$ cat src/rtl/corr_int_ctrl.sv
// Integrate-and-dump sequencer for the early/late correlator and DLL chain.
// Aligns to PRN code epochs, gates the summation blocks over N epochs, and
// after every dump runs a fixed-latency post pipeline:
// squaring -> DLL filter update -> NCO correction load.
// Integration of the next period overlaps post-processing of the last one.
module corr_int_ctrl #(
  parameter int SQR_LAT  = 1,
  parameter int FILT_LAT = 2,
  parameter int CNT_W    = 5
) (
  input  logic             CLK,
  input  logic             RST,
  input  logic             enable,
  input  logic             sample_valid,
  input  logic             code_epoch,
  input  logic [CNT_W-1:0] cfg_int_epochs,
  input  logic             clr_ovr,
  output logic             acc_en,
  output logic             acc_load,
  output logic             dump,
  output logic             sqr_en,
  output logic             filt_en,
  output logic             nco_load,
  output logic [CNT_W-1:0] epoch_cnt,
  output logic [15:0]      dump_count,
  output logic             busy,
  output logic             overrun,
  output logic [1:0]       state
);

  typedef enum logic [1:0] {
    S_IDLE  = 2'd0,
    S_ALIGN = 2'd1,
    S_INTEG = 2'd2
  } state_t;

  // Post pipeline position counter: 1 on the cycle after a dump, counting up
  // to POST_LEN (the nco_load cycle), 0 when idle.
  localparam int PW       = 6;
  localparam int POST_LEN = SQR_LAT + FILT_LAT + 1;
  localparam logic [PW-1:0] LEN_C     = PW'(POST_LEN);
  localparam logic [PW-1:0] SQR_END_C = PW'(SQR_LAT);
  localparam logic [PW-1:0] FILT_AT_C = PW'(SQR_LAT + 1);

  state_t           state_reg;
  logic [CNT_W-1:0] n_reg;
  logic [PW-1:0]    post_cnt_reg;
  logic [PW-1:0]    post_next;
  logic             epoch_evt;

  // code_epoch only counts when it coincides with a real sample
  assign epoch_evt = code_epoch & sample_valid;
  assign state     = state_reg;

  // Accumulator control and dump strobe, same cycle as the epoch event
  always_comb begin
    acc_en   = 1'b0;
    acc_load = 1'b0;
    dump     = 1'b0;
    if (enable) begin
      case (state_reg)
        S_ALIGN: begin
          if (epoch_evt) begin
            acc_en   = 1'b1;
            acc_load = 1'b1;
          end
        end
        S_INTEG: begin
          acc_en = sample_valid;
          if (epoch_evt && (epoch_cnt >= n_reg)) begin
            dump     = 1'b1;
            acc_load = 1'b1;
          end
        end
        default: ;
      endcase
    end
  end

  // Next post pipeline position; a new dump always restarts it, dropping
  // any update still in flight
  always_comb begin
    post_next = '0;
    if (dump) begin
      post_next = PW'(1);
    end else if ((post_cnt_reg != '0) && (post_cnt_reg != LEN_C)) begin
      post_next = post_cnt_reg + PW'(1);
    end
  end

  // Sequencer FSM, epoch/dump counters, post pipeline strobes and overrun flag
  always_ff @(posedge CLK or negedge RST) begin
    if (!RST) begin
      state_reg    <= S_IDLE;
      n_reg        <= CNT_W'(1);
      epoch_cnt    <= '0;
      dump_count   <= '0;
      post_cnt_reg <= '0;
      busy         <= 1'b0;
      sqr_en       <= 1'b0;
      filt_en      <= 1'b0;
      nco_load     <= 1'b0;
      overrun      <= 1'b0;
    end else begin
      // a dump while busy beats a simultaneous clear
      if (dump && busy) begin
        overrun <= 1'b1;
      end else if (clr_ovr) begin
        overrun <= 1'b0;
      end

      if (!enable) begin
        state_reg    <= S_IDLE;
        epoch_cnt    <= '0;
        post_cnt_reg <= '0;
        busy         <= 1'b0;
        sqr_en       <= 1'b0;
        filt_en      <= 1'b0;
        nco_load     <= 1'b0;
      end else begin
        post_cnt_reg <= post_next;
        busy         <= (post_next != '0);
        sqr_en       <= (post_next != '0) && (post_next <= SQR_END_C);
        filt_en      <= (post_next == FILT_AT_C);
        nco_load     <= (post_next == LEN_C);

        case (state_reg)
          S_IDLE: begin
            state_reg <= S_ALIGN;
          end
          S_ALIGN: begin
            // a zero epoch count means a single-epoch integration
            n_reg <= (cfg_int_epochs == '0) ? CNT_W'(1) : cfg_int_epochs;
            if (epoch_evt) begin
              epoch_cnt <= CNT_W'(1);
              state_reg <= S_INTEG;
            end
          end
          S_INTEG: begin
            if (epoch_evt) begin
              if (dump) begin
                epoch_cnt  <= CNT_W'(1);
                dump_count <= dump_count + 16'd1;
              end else begin
                epoch_cnt <= epoch_cnt + CNT_W'(1);
              end
            end
          end
          default: begin
            state_reg <= S_IDLE;
          end
        endcase
      end
    end
  end

endmodule

$ cat config.mk
export PLATFORM = sky130hd
export DESIGN_NAME = corr_int_ctrl
export DESIGN_NICKNAME = d
export VERILOG_FILES = /design/src/rtl/corr_int_ctrl.sv
export SDC_FILE = /design/constraint.sdc
export NUM_CORES = 1
export LEC_CHECK = 0
export CORE_MARGIN = 10
export CORE_UTILIZATION = 38
export CTS_BUF_LIST = sky130_fd_sc_hd__clkbuf_8
export DETAILED_ROUTE_END_ITERATION = 12
export PLACE_DENSITY_LB_ADDON = 0.2
export SKIP_LAST_GASP = 1
export SLEW_MARGIN = 15
export SYNTH_ARGS = -nofsm -noshare
export SYNTH_HDL_FRONTEND = slang
export SYNTH_SLANG_ARGS = --single-unit
$ cat constraint.sdc
create_clock -name CLK -period 2.5 [get_ports CLK]
set_clock_uncertainty 0.15 [all_clocks]
set_input_delay 0.5 -clock CLK [delete_from_list [all_inputs] [get_ports CLK]]
set_output_delay 0.5 -clock CLK [all_outputs]
set_load 0.02 [all_outputs]
### After elaboration in Yosys (flattened, before gate mapping)

Cells that the tools add are included.

* RAM bits: 0
* memory bits (read-only): 0
* input port bits: 11
* output and inout bits: 31
* latch bits: 0
* memories kept: 0
* flip-flop bits (word level): 39

* multiply operators: 0
* mux-type cells: 26
* bitwise logic cells: 1
* reductions and logical operators: 13
* add/subtract/negate cells: 3
* shifts and indexed selects: 0
* order comparisons: 2
* divide/modulo/power cells: 0
* eq/ne operators: 9

Operator list (number)
* two-way mux 5 bit: 5
* two-way mux 6 bit: 3
* adder 16 x 1 -> 16 bit, second input constant: 1
* two-way mux 1 bit: 12
* nonzero test 6 bit: 2
* case mux 5 bit (2 select lines): 1
* adder 6 x 1 -> 6 bit, second input constant: 1
* equality test 6 x 2 -> 1 bit, second input constant: 1
* equality test 6 x 3 -> 1 bit, second input constant: 1
* <= comparator 6 x 1 -> 1 bit, second input constant: 1
* != test 3 bit, second input constant: 2
* != test 6 x 3 -> 1 bit, second input constant: 1
* case mux 2 bit (3 select lines): 1
* adder 5 x 1 -> 5 bit, second input constant: 1
* greater-or-equal comparator 5 bit: 1
* zero test 5 bit: 1
* logical AND 1 bit: 4
* two-way mux 2 bit: 2
* case mux 1 bit (2 select lines): 2
* AND reduction 2 bit: 2
* AND reduction 4 bit: 1
* != test 3 x 1 -> 1 bit, second input constant: 1
* AND reduction 3 bit: 1
* equality test 2 x 1 -> 1 bit, second input constant: 1
* other kinds (5): 5

### Logic depth before layout (Yosys ltp)

* word-level depth: 9
* gate-level depth with buffers: 9

### Worst setup path before layout

No wires, ideal clock.

* path kind: register to output
* start point: register epoch_cnt[2]
* end point: output dump
* setup slack: 155 ps
* data arrival time: 1695 ps
* path buffers: 2
* cell stages (with the launch flop): 7
* cell sequence: dfrtp_1 ha_1 a21oi_1 o21ai_4 a32o_2 buf_6 buf_12

* word-level cells in the longest chain between the ends: 5

RTL lines
* start, declared: RTL line 24 `output logic [CNT_W-1:0] epoch_cnt,`
* start signal, assigned: RTL line 145 `epoch_cnt <= epoch_cnt + CNT_W'(1);`
* greater-or-equal comparator 5 bit: RTL line 70 `if (epoch_evt && (epoch_cnt >= n_reg)) begin`
* logical AND 1 bit: RTL line 70
* two-way mux 1 bit: RTL line 70
* two-way mux 1 bit: RTL line 61 `case (state_reg)`
* two-way mux 1 bit: RTL line 60 `if (enable) begin`
* end, declared: RTL line 20 `output logic dump,`

No other way between the ends.

### Worst setup path after layout

* start point: input sample_valid
* end point: output acc_load

* word-level cells in the longest chain between the ends: 5
* elaborated cells on any way between the ends: 6
* classes of those cells: 4 x mux; 1 x bitwise; 1 x reduce/logical

RTL lines
* start, declared: RTL line 14 `input logic sample_valid,`
* AND 1 bit *: RTL line 52 `assign epoch_evt = code_epoch & sample_valid;`
* logical AND 1 bit: RTL line 70
* two-way mux 1 bit: RTL line 70
* case mux 1 bit (2 select lines) *: RTL line 61
* two-way mux 1 bit *: RTL line 60
* end, declared: RTL line 19 `output logic acc_load,`

Every way passes the cells marked *; elsewhere a longest branch is shown, timed or not.

==> flow_summary.ini <==
[run_status]
outcome = finished clean

[clocking]
cts-buffers-inserted = 5
cts.htree.levels = 2
cts_buffer_depth = 2
cts_sinks = 39
cts.clk_slew.worst_paths_ns = 0.08
root_buffer = clkbuf_8
cts_tree = yes
post-cts-setup-buffer-count = 0
clk_latency_ns = 0.29

[route]
firstDrtPassIters = 4
vias = 1736
drt-initial-drc-count = 66
avgRoutedWirePerCell_um = 13.8
totalWireLength_um = 4820
ant_nets = 0
drc = 0
vias_per_cell = 4.96

[synthesis]
ys_types = 45
yosys.area_share.adder_pct = 7.34
synth_top_family_by_area = simple AND/OR/NAND/NOR gates
syn_nets = 240
ys_ff_latch = 39
synth_ff_type = dfrtp_1
synth_compound_area_share_pct = 9.82
synth-edff-count = 0
syn-cell-area_um2 = 2220
synth.most_common_cell = dfrtp_1
synth_async_sr_flop_share_pct = 100
synth.top_cell.area_share_pct = 42.9
synthSimpleGateAreaFrac_pct = 21.6
synthMuxAreaShare_pct = 2.99
yosys-top-cells-area = dfrtp_1 43%, ha_1 7.3%, xnor2_1 6.7%, nand2_1 3.2%, a21oi_1 3.2%
ys_seq_area_share_pct = 44.1
synth-xor-area-share_pct = 8.98
synth_commonest_cells = 38 x dfrtp_1, 19 x nand2_1, 17 x xnor2_1
ys_warn_count = 0
postSynthAreaPerCell_um2 = 10.3
syn_inst = 216
yosys.area.top_type = dfrtp_1

[hold_path]
hold_class = reg -> reg
holdPathStages = 1

[timing]
relSlewSlack_pct = 69.9
final.period_utilization_pct = 96.7
finalSetupViolCount = 0
rsz0062_at_grt = no
finalSetupTns_ns = 0
max_clock_freq_ghz = 0.413
post-route-worst-setup-slack_ns = 0.0813
slew_viol_final = 0
worst_pin_slew_ns = 0.451
hold_viol = 0
whs_ns = 0.325
min_period_ns = 2.42

[global_routing]
grt_max_degree = 18
grt_util_all_layers_pct = 11.1
grt_pass1_wl_um = 8200
grt-ovfl-total = 0
grt_pass1_vias = 1793
antenna_found_initial = 0

[floorplanning]
die_area_um2 = 9290
die_x_um = 96.4
fp.dieH_um = 96.4
rows = 27
start_util_pct = 39.8
core-area_um2 = 5570
ioPinCount = 42

[setup_path]
setup.worst_path.start_class = primary input
arrival_ns = 1.77
cp_max_fo = 4
critPathKind = in -> out
cp.required_ns = 1.85
cp-end-kind = output pin
worst_r2r_path_depth = 7

[placement]
port_buffers = 41
place_ws_ns = -0.406
post-dp-hpwl_um = 3850
gp_congestion = 0.833

[pwr]
power.total_mw = 1.89
vdd_drop_max_mv = 0.358
power-per-cell-area_nw_per_um2 = 648
p_leak_nw = 1.31

[finish]
fill_cells = 522
final_util_pct = 52.4
diodes = 0
nets = 301
area_growth_pct = 31.8
drive_above_1_share_pct = 19.4
largest_reg_flops = 16

[run]
maxCapViolCount = 0
==> placed cells by master (no fill, tap or decap), types with 10 or more instances in the layout <==
master,netlist,routed
nand4_1,10,10
buf_4,0,21
nor2_1,16,16
a21oi_1,14,12
xnor2_1,17,17
ha_1,13,13
clkdlybuf4s50_1,0,37
nand2_1,19,19
dfrtp_1,38,38
inv_1,13,13
==> worst max-delay path, stage by stage <==
cell and delay (ns):
clkdlybuf4s50_1 0.45, and3_4 0.20, and3_2 0.22, a21oi_2 0.18, a21oi_2 0.07, buf_4 0.16
==> cell families after synthesis <==
kind of cell | after synthesis
simple gates | 83
flops | 39
compound gates | 33
xor+xnor | 21
buf+inv | 21
fa+ha+maj | 13
mux | 6
==> power breakdown <==
group          leakage [nW]  switching, mW  internal, mW
clock                0.0581          0.232         0.297
sequential            0.530         0.0565         0.717
combinational         0.727          0.310         0.279
==> layout make-up <==
cell class	instances	area [um^2]	share of cell area, %
Multi-Input combinational cell	156	1130	38.9
Sequential cell	39	977	33.5
Timing Repair Buffer	62	557	19.1
Tap cell	72	90.1	3.08
Clock buffer	5	68.8	2.36
Inverter	13	48.8	1.67
Clock inverter	3	43.8	1.50
==> per-stage QoR <==
stage / area [um^2] / cells
2_1_floorplan: 2220 / 216
3_3_place_gp: 2800 / 341
3_5_place_dp: 2800 / 341
4_1_cts: 2920 / 350
5_1_grt: 2920 / 350
6_report: 2920 / 350
==> what timing repair did <==
action	CTS	global route
gates resized for setup	8	5
hold buffers	1	0
hold endpoints to repair	9	0
endpoints found under the setup margin	3	1
gates cloned	0	0
==> path summary, 6_finish.rpt <==
check	from	to	slack, ns
worst max-delay path	sample_valid	acc_load	0.08
worst min-delay path	dump_count[15]	dump_count[15]	0.33
worst max register to register	n_reg[2]	dump_count[1]	0.42
worst min register to register	dump_count[15]	dump_count[15]	0.33
max in group asynchronous	RST	n_reg[0]	1.21
min in group asynchronous	RST	dump_count[9]	0.45
==> layer usage <==
| layer | vias to the layer above | global-route usage [%] | part of all wire [%] |
|---|---|---|---|
| li1 | 871 | - | - |
| met1 | 829 | 12.8 | 44 |
| met2 | 34 | 19.0 | 47 |
| met3 | 2 | 3.58 | 8.6 |
| met4 | 0 | 3.39 | 0.48 |
| met5 | - | 0 | 0 |
Note: power is estimated with default switching activity, not from simulation.
